<file path="config.mk">
export PLATFORM = sky130hd
export DESIGN_NAME = router_input_port_flat
export DESIGN_NICKNAME = d
export VERILOG_FILES = /design/src/rtl/router_pkg.sv /design/src/rtl/router_input_port_if.sv /design/src/rtl/router_flit_fifo.sv /design/src/rtl/router_input_port.sv /design/src/flat_wrapper.sv
export SDC_FILE = /design/constraint.sdc
export NUM_CORES = 1
export LEC_CHECK = 0
export CORE_ASPECT_RATIO = 1.25
export CORE_MARGIN = 2
export CORE_UTILIZATION = 49
export CTS_CLUSTER_SIZE = 16
export DETAILED_ROUTE_END_ITERATION = 10
export PLACE_DENSITY_LB_ADDON = 0.2
export SLEW_MARGIN = 20
export SYNTH_ARGS = -nofsm -noshare
export SYNTH_HDL_FRONTEND = slang
export SYNTH_SLANG_ARGS = --single-unit
</file>
<file path="constraint.sdc">
create_clock -name clk -period 2.5 [get_ports clk]
set_input_delay 0.75 -clock clk [delete_from_list [all_inputs] [get_ports clk]]
set_output_delay 0.75 -clock clk [all_outputs]
set_load 0.05 [all_outputs]
</file>
<file path="src/rtl/router_pkg.sv">
// router_pkg: shared definitions for the mesh router input stage.
//   - one-hot output direction codes {UP, DOWN, LEFT, RIGHT, PE} = bits [4:0]
//   - default flit field positions for dest_x / dest_y
//   - xy_route(): dimension-ordered (X first, then Y) route computation
package router_pkg;

  typedef logic [4:0] dir_t;

  localparam dir_t DIR_UP    = 5'b10000;
  localparam dir_t DIR_DOWN  = 5'b01000;
  localparam dir_t DIR_LEFT  = 5'b00100;
  localparam dir_t DIR_RIGHT = 5'b00010;
  localparam dir_t DIR_PE    = 5'b00001;
  localparam dir_t DIR_NONE  = 5'b00000;

  localparam int DX_LSB_DEF = 0;
  localparam int DY_LSB_DEF = 2;

  // Coordinates are zero-extended to 32 bits by the caller so the
  // comparison is unsigned regardless of X_W / Y_W.
  function automatic dir_t xy_route(input logic [31:0] dx, input logic [31:0] dy,
                                    input logic [31:0] my_x, input logic [31:0] my_y);
    if (dx > my_x)      return DIR_RIGHT;
    else if (dx < my_x) return DIR_LEFT;
    else if (dy > my_y) return DIR_UP;
    else if (dy < my_y) return DIR_DOWN;
    else                return DIR_PE;
  endfunction

endpackage

</file>
<file path="src/rtl/router_input_port_if.sv">
// router_input_port_if: handshake bundle between an input port, its
// upstream link and the output arbiters / crossbar.
//   in_valid/in_flit : upstream -> port     in_ready : port -> upstream
//   req/out_flit     : port -> arbiters/xbar gnt     : arbiters -> port
//   count            : port FIFO occupancy
// Modports: master = environment side (upstream + arbiters), slave = port.
interface router_input_port_if #(
  parameter int FLIT_W = 64,
  parameter int DEPTH  = 4
);
  localparam int CNT_W = $clog2(DEPTH) + 1;

  logic              in_valid;
  logic              in_ready;
  logic [FLIT_W-1:0] in_flit;
  logic [4:0]        req;
  logic              gnt;
  logic [FLIT_W-1:0] out_flit;
  logic [CNT_W-1:0]  count;

  modport master (output in_valid, in_flit, gnt,
                  input  in_ready, req, out_flit, count);
  modport slave  (input  in_valid, in_flit, gnt,
                  output in_ready, req, out_flit, count);
endinterface

</file>
<file path="src/rtl/router_flit_fifo.sv">
// router_flit_fifo: synchronous FIFO, asynchronous active-high reset.
// Ports:
//   clk, reset          clock / async reset
//   wr_en_i, wr_data_i  push (ignored when full)
//   rd_en_i             pop  (ignored when empty)
//   head_o              data at read pointer (RAM head, valid when !empty_o)
//   count_o             occupancy 0..DEPTH
//   full_o, empty_o     status
module router_flit_fifo #(
  parameter int W     = 64,
  parameter int DEPTH = 4
) (
  input  logic                       clk,
  input  logic                       reset,
  input  logic                       wr_en_i,
  input  logic [W-1:0]               wr_data_i,
  input  logic                       rd_en_i,
  output logic [W-1:0]               head_o,
  output logic [$clog2(DEPTH):0]     count_o,
  output logic                       full_o,
  output logic                       empty_o
);
  localparam int PTR_W = $clog2(DEPTH);
  localparam int CNT_W = PTR_W + 1;

  logic [W-1:0]     mem_q [DEPTH];
  logic [PTR_W-1:0] wr_ptr_q, rd_ptr_q;
  logic [CNT_W-1:0] count_q, count_d;
  logic             wr_ok, rd_ok;

  assign full_o  = (count_q == CNT_W'(DEPTH));
  assign empty_o = (count_q == '0);
  assign wr_ok   = wr_en_i & ~full_o;
  assign rd_ok   = rd_en_i & ~empty_o;

  always_comb begin
    count_d = count_q;
    case ({wr_ok, rd_ok})
      2'b10:   count_d = count_q + CNT_W'(1);
      2'b01:   count_d = count_q - CNT_W'(1);
      default: count_d = count_q;
    endcase
  end

  // Pointers are log2(DEPTH) bits, so DEPTH-1 -> 0 wraps for free.
  always_ff @(posedge clk or posedge reset) begin
    if (reset) begin
      wr_ptr_q <= '0;
      rd_ptr_q <= '0;
      count_q  <= '0;
    end else begin
      if (wr_ok) wr_ptr_q <= wr_ptr_q + PTR_W'(1);
      if (rd_ok) rd_ptr_q <= rd_ptr_q + PTR_W'(1);
      count_q <= count_d;
    end
  end

  // Storage needs no reset: occupancy gates every consumer.
  always_ff @(posedge clk) begin
    if (wr_ok) mem_q[wr_ptr_q] <= wr_data_i;
  end

  assign head_o  = mem_q[rd_ptr_q];
  assign count_o = count_q;
endmodule

</file>
<file path="src/rtl/router_input_port.sv">
// router_input_port: one NoC router input port. Buffers single-flit packets,
// XY-routes the head flit and holds a one-hot request until granted.
// Ports:
//   clk, reset   clock / async active-high reset
//   port_if      router_input_port_if.slave (in_valid/in_ready/in_flit,
//                req/gnt/out_flit, count)
// Build option: ROUTER_IN_ROUTE_REG_EN registers the route; req then arrives
// one cycle later and each pop is followed by a one-cycle req=0 bubble.
module router_input_port
  import router_pkg::*;
#(
  parameter int FLIT_W = 64,
  parameter int DEPTH  = 4,
  parameter int X_W    = 2,
  parameter int Y_W    = 2,
  parameter int MY_X   = 0,
  parameter int MY_Y   = 0,
  parameter int DX_LSB = DX_LSB_DEF,
  parameter int DY_LSB = DY_LSB_DEF
) (
  input logic               clk,
  input logic               reset,
  router_input_port_if.slave port_if
);
  logic [FLIT_W-1:0]        head;
  logic [$clog2(DEPTH):0]   cnt;
  logic                     full, empty;
  logic                     wr_en, rd_en;
  dir_t                     route_head;
  dir_t                     req;

  assign wr_en = port_if.in_valid & ~full;
  // gnt only counts while a request is actually up.
  assign rd_en = port_if.gnt & (req != DIR_NONE);

  router_flit_fifo #(.W(FLIT_W), .DEPTH(DEPTH)) u_fifo (
    .clk       (clk),
    .reset     (reset),
    .wr_en_i   (wr_en),
    .wr_data_i (port_if.in_flit),
    .rd_en_i   (rd_en),
    .head_o    (head),
    .count_o   (cnt),
    .full_o    (full),
    .empty_o   (empty)
  );

  assign route_head = xy_route(32'(head[DX_LSB +: X_W]), 32'(head[DY_LSB +: Y_W]),
                               32'(MY_X), 32'(MY_Y));

`ifdef ROUTER_IN_ROUTE_REG_EN
  dir_t req_q, req_d;

  // Load when a head is present but not yet latched; clear on every pop.
  // The clear forces a one-cycle bubble before the next head's route shows.
  always_comb begin
    req_d = req_q;
    if (rd_en)                             req_d = DIR_NONE;
    else if (!empty && req_q == DIR_NONE)  req_d = route_head;
  end

  always_ff @(posedge clk or posedge reset) begin
    if (reset) req_q <= DIR_NONE;
    else       req_q <= req_d;
  end

  assign req = req_q;
`else
  // Head is stable until popped (in-order FIFO), so req holds naturally.
  assign req = empty ? DIR_NONE : route_head;
`endif

  assign port_if.req      = req;
  assign port_if.out_flit = head;
  assign port_if.count    = cnt;
  assign port_if.in_ready = ~full;
endmodule

</file>
<file path="src/flat_wrapper.sv">
// flat-port wrapper written by rule: the top's interface ports become plain ports
module router_input_port_flat import router_pkg::*;
#(
  parameter int FLIT_W = 64,
  parameter int DEPTH  = 4,
  parameter int X_W    = 2,
  parameter int Y_W    = 2,
  parameter int MY_X   = 0,
  parameter int MY_Y   = 0,
  parameter int DX_LSB = DX_LSB_DEF,
  parameter int DY_LSB = DY_LSB_DEF
)
  (clk, reset, port_if_in_valid, port_if_in_flit, port_if_gnt, port_if_in_ready, port_if_req, port_if_out_flit, port_if_count);
  router_input_port_if #(.FLIT_W(FLIT_W), .DEPTH(DEPTH)) port_if_i ();
  input logic clk;
  input logic reset;
  input wire logic [$bits(port_if_i.in_valid)-1:0] port_if_in_valid;
  input wire logic [$bits(port_if_i.in_flit)-1:0] port_if_in_flit;
  input wire logic [$bits(port_if_i.gnt)-1:0] port_if_gnt;
  output wire logic [$bits(port_if_i.in_ready)-1:0] port_if_in_ready;
  output wire logic [$bits(port_if_i.req)-1:0] port_if_req;
  output wire logic [$bits(port_if_i.out_flit)-1:0] port_if_out_flit;
  output wire logic [$bits(port_if_i.count)-1:0] port_if_count;
  assign port_if_i.in_valid = port_if_in_valid;
  assign port_if_i.in_flit = port_if_in_flit;
  assign port_if_i.gnt = port_if_gnt;
  assign port_if_in_ready = port_if_i.in_ready;
  assign port_if_req = port_if_i.req;
  assign port_if_out_flit = port_if_i.out_flit;
  assign port_if_count = port_if_i.count;
  router_input_port #(.FLIT_W(FLIT_W), .DEPTH(DEPTH), .X_W(X_W), .Y_W(Y_W), .MY_X(MY_X), .MY_Y(MY_Y), .DX_LSB(DX_LSB), .DY_LSB(DY_LSB)) u_core (.clk(clk), .reset(reset), .port_if(port_if_i));
endmodule
</file>
==> results.json <==
{
  "place_inst": 791,
  "initial_core_util_pct": 50.1,
  "critical-path-top-delay-family": "buffers and inverters",
  "cts.sinks": 263,
  "critPathBufInv": 3,
  "grt_pass1_vias": 5019,
  "drive_gt1_share_pct": 37.0,
  "dieArea_sq_um": 21000,
  "finClkSkew_ns": 0.00961,
  "hpwl_um": 10700,
  "die_w_um": 130,
  "cts_buffers": 25,
  "die_y_um": 162,
  "grt-ovfl-total": 0,
  "h-tree-depth": 1,
  "maxSlewViolCount": 0,
  "finalCritPeriodShare_pct": 113,
  "max_cap_viol_count": 0,
  "crit_type": "flip-flop to output pin",
  "crit_fanout": 9,
  "antenna_left": 0,
  "cts_root_buffer": "clkbuf_16",
  "clk_pin_slew_ns": 0.06,
  "holdWs_ns": 0.502,
  "io_pins": 141,
  "syn2layout_area_growth_pct": 34.1,
  "crit_path_start_kind": "flip-flop",
  "dr.pass1.iters": 4,
  "wl_per_cell_um": 21.4,
  "multiInputGateArea_sq_um": 1850,
  "cp-end-kind": "output pin",
  "nNetsFinal": 641,
  "pre_cts_ws_ns": 0.000152,
  "gp_congestion": 0.745,
  "grt_pass1_wl_um": 27100,
  "antenna_found_initial": 0,
  "coreArea_sq_um": 19500,
  "cp.arrival_ns": 2.08,
  "vias": 4455,
  "vias_per_cell": 5.25,
  "hold_violations": 0,
  "outcome": "finished, violations left",
  "cpPeakStageDelay_ns": 0.52,
  "setup_slack_ns": -0.325,
  "diodes": 0,
  "rows": 57,
  "p_leak_nw": 4.43,
  "cp_cell_sequence": "buf_4 -> clkbuf_16 -> mux4_2 -> buf_6",
  "clock_path_buffers": 3,
  "drt-initial-drc-count": 242,
  "synth.cell_area_sq_um": 9750,
  "synth-seq-cells": 263,
  "grt_max_degree": 40,
  "register_area_sq_um": 7870,
  "period_minus_slack_ns": 2.83,
  "rsz0062_at_grt": "true",
  "ctsHoldBuffers": 0,
  "violations": "setup timing",
  "timing.fmax_mhz": 354,
  "setup_viol": 66,
  "ys_types": 27,
  "yosysWarnings": 0,
  "synthCells": 386,
  "hp-class": "input pin to async pin",
  "grt.total_usage_pct": 17.1,
  "power_density_nw_per_um2": 1430,
  "peakVddDrop_mv": 1.07,
  "cts_tree": "built",
  "critPathSlowestCell": "mux4_2",
  "avgSynthCellArea_sq_um": 25.3,
  "yosysSeqAreaShare_pct": 80.7,
  "insertion_delay_ns": 0.51,
  "port_buffers": 138,
  "instances_no_fill": 849,
  "drcViolationCount": 0,
  "fillerInstances": 1255,
  "drt-total-wl_um": 18200,
  "required_ns": 1.75
}
## cells by family (layout without fill, tap and decap cells)
family          after synthesis  count (layout)  synth area share, %
compound gates                3               3                0.244
xor+xnor                      6               6                0.539
fa+ha+maj                     6               6                0.847
simple gates                 13              13                0.899
other cells                   1               2               0.0385
mux                          70              70                 15.2
flops                       263             263                 80.7
buf+inv                      24             221                 1.58
## flip-flops by register name, indices dropped and copies added (netlist names)
name,cells
u_core.u_fifo.mem_q,256
u_core.u_fifo.wr_ptr_q,2
u_core.u_fifo.rd_ptr_q,2
u_core.u_fifo.count_o,3
## cells in the final DEF, fill, tap and decap left out, types with 3 or more instances in the layout
cell type	instances
mux2i_4	6
inv_1	7
buf_6	40
ha_1	5
xnor2_1	3
xor2_1	3
edfxtp_1	256
buf_12	43
mux4_2	62
buf_4	11
clkinv_2	6
clkbuf_16	27
clkdlybuf4s50_1	67
dlygate4sd2_1	3
dfrtp_1	5
and3_4	4
clkinv_1	6
## routing by layer
layer | part of all wire (%) | track usage [%]
met1 | 39 | 21.4
met2 | 55 | 30.9
met3 | 5.2 | 3.52
met4 | 1.2 | 3.67
met5 | 0 | 0
## repair_timing
| action | in CTS | in global routing |
|---|---|---|
| cloned | 0 | 4 |
| setup endpoints to repair | 70 | 67 |
| pin swaps | 2 | 3 |
| setup buffers | 1 | 10 |
| resized for setup | 47 | 15 |
## Yosys cell counts
cell,instances,area (sq um)
edfxtp_1,256,7690
mux4_2,62,1400
buf_2,9,45.0
dfrtp_1,7,175
inv_1,7,26.3
mux2i_1,7,70.1
buf_6,6,67.6
ha_1,5,62.6
and3_1,4,25.0
xnor2_1,3,26.3
xor2_1,3,26.3
buf_4,2,15.0
a21boi_2,1,11.3
a21oi_1,1,5.00
and2_1,1,6.26
and2_4,1,8.76
conb_1,1,3.75
fa_1,1,20.0
mux2_4,1,15.0
nand3_1,1,5.00
nand4_1,1,6.26
nand4b_1,1,8.76
nor2_1,1,3.75
nor2_2,1,6.26
o21a_1,1,7.51
or3_1,1,6.26
or3b_4,1,11.3
## stage by stage
step	area (sq um)	setup TNS [ns]	util [%]	total power, mW
3_5_place_dp	11900	0	61.1	14.6
2_1_floorplan	9790	0	-	11.3
5_1_grt	13100	-22.13	67.1	19.5
4_1_cts	12800	-20.49	66.0	18.5
6_report	13100	-17.46	67.1	18.8
3_3_place_gp	11900	0	61.1	14.5
## path summary, 6_finish.rpt
kind / slack [ns] / end / from / cells past startpoint
min in group clk: 0.52 / u_core.u_fifo.count_o[2]$_DFFE_PP0P_ / u_core.u_fifo.count_o[2]$_DFFE_PP0P_ / 1
max in group asynchronous: 1.75 / u_core.u_fifo.rd_ptr_q[1]$_DFFE_PP0P_ / reset / 2
worst min register to register: 0.52 / u_core.u_fifo.count_o[2]$_DFFE_PP0P_ / u_core.u_fifo.count_o[2]$_DFFE_PP0P_ / 1
worst min-delay path: 0.50 / u_core.u_fifo.count_o[0]$_DFFE_PP0P_ / reset / 2
worst max-delay path: -0.33 / port_if_out_flit[10] / u_core.u_fifo.rd_ptr_q[0]$_DFFE_PP0P_ / 4
worst max register to register: 0.27 / u_core.u_fifo.count_o[2]$_DFFE_PP0P_ / u_core.u_fifo.count_o[0]$_DFFE_PP0P_ / 9
## where the power goes
group	switching [mW]	leakage [nW]	internal [mW]
clock network	1.51	0.376	2.03
logic	5.08	1.63	4.05
registers	0.247	2.43	5.84
## final cells by class
cell class	instances	share of cell area, %
Multi-Input combinational cell	100	14.1
Tap cell	265	2.54
Clock inverter	17	1.04
Clock buffer	27	4.84
Sequential cell	263	60.2
Inverter	7	0.201
Timing Repair Buffer	170	17.0
Power figures use the tool's default switching activity.
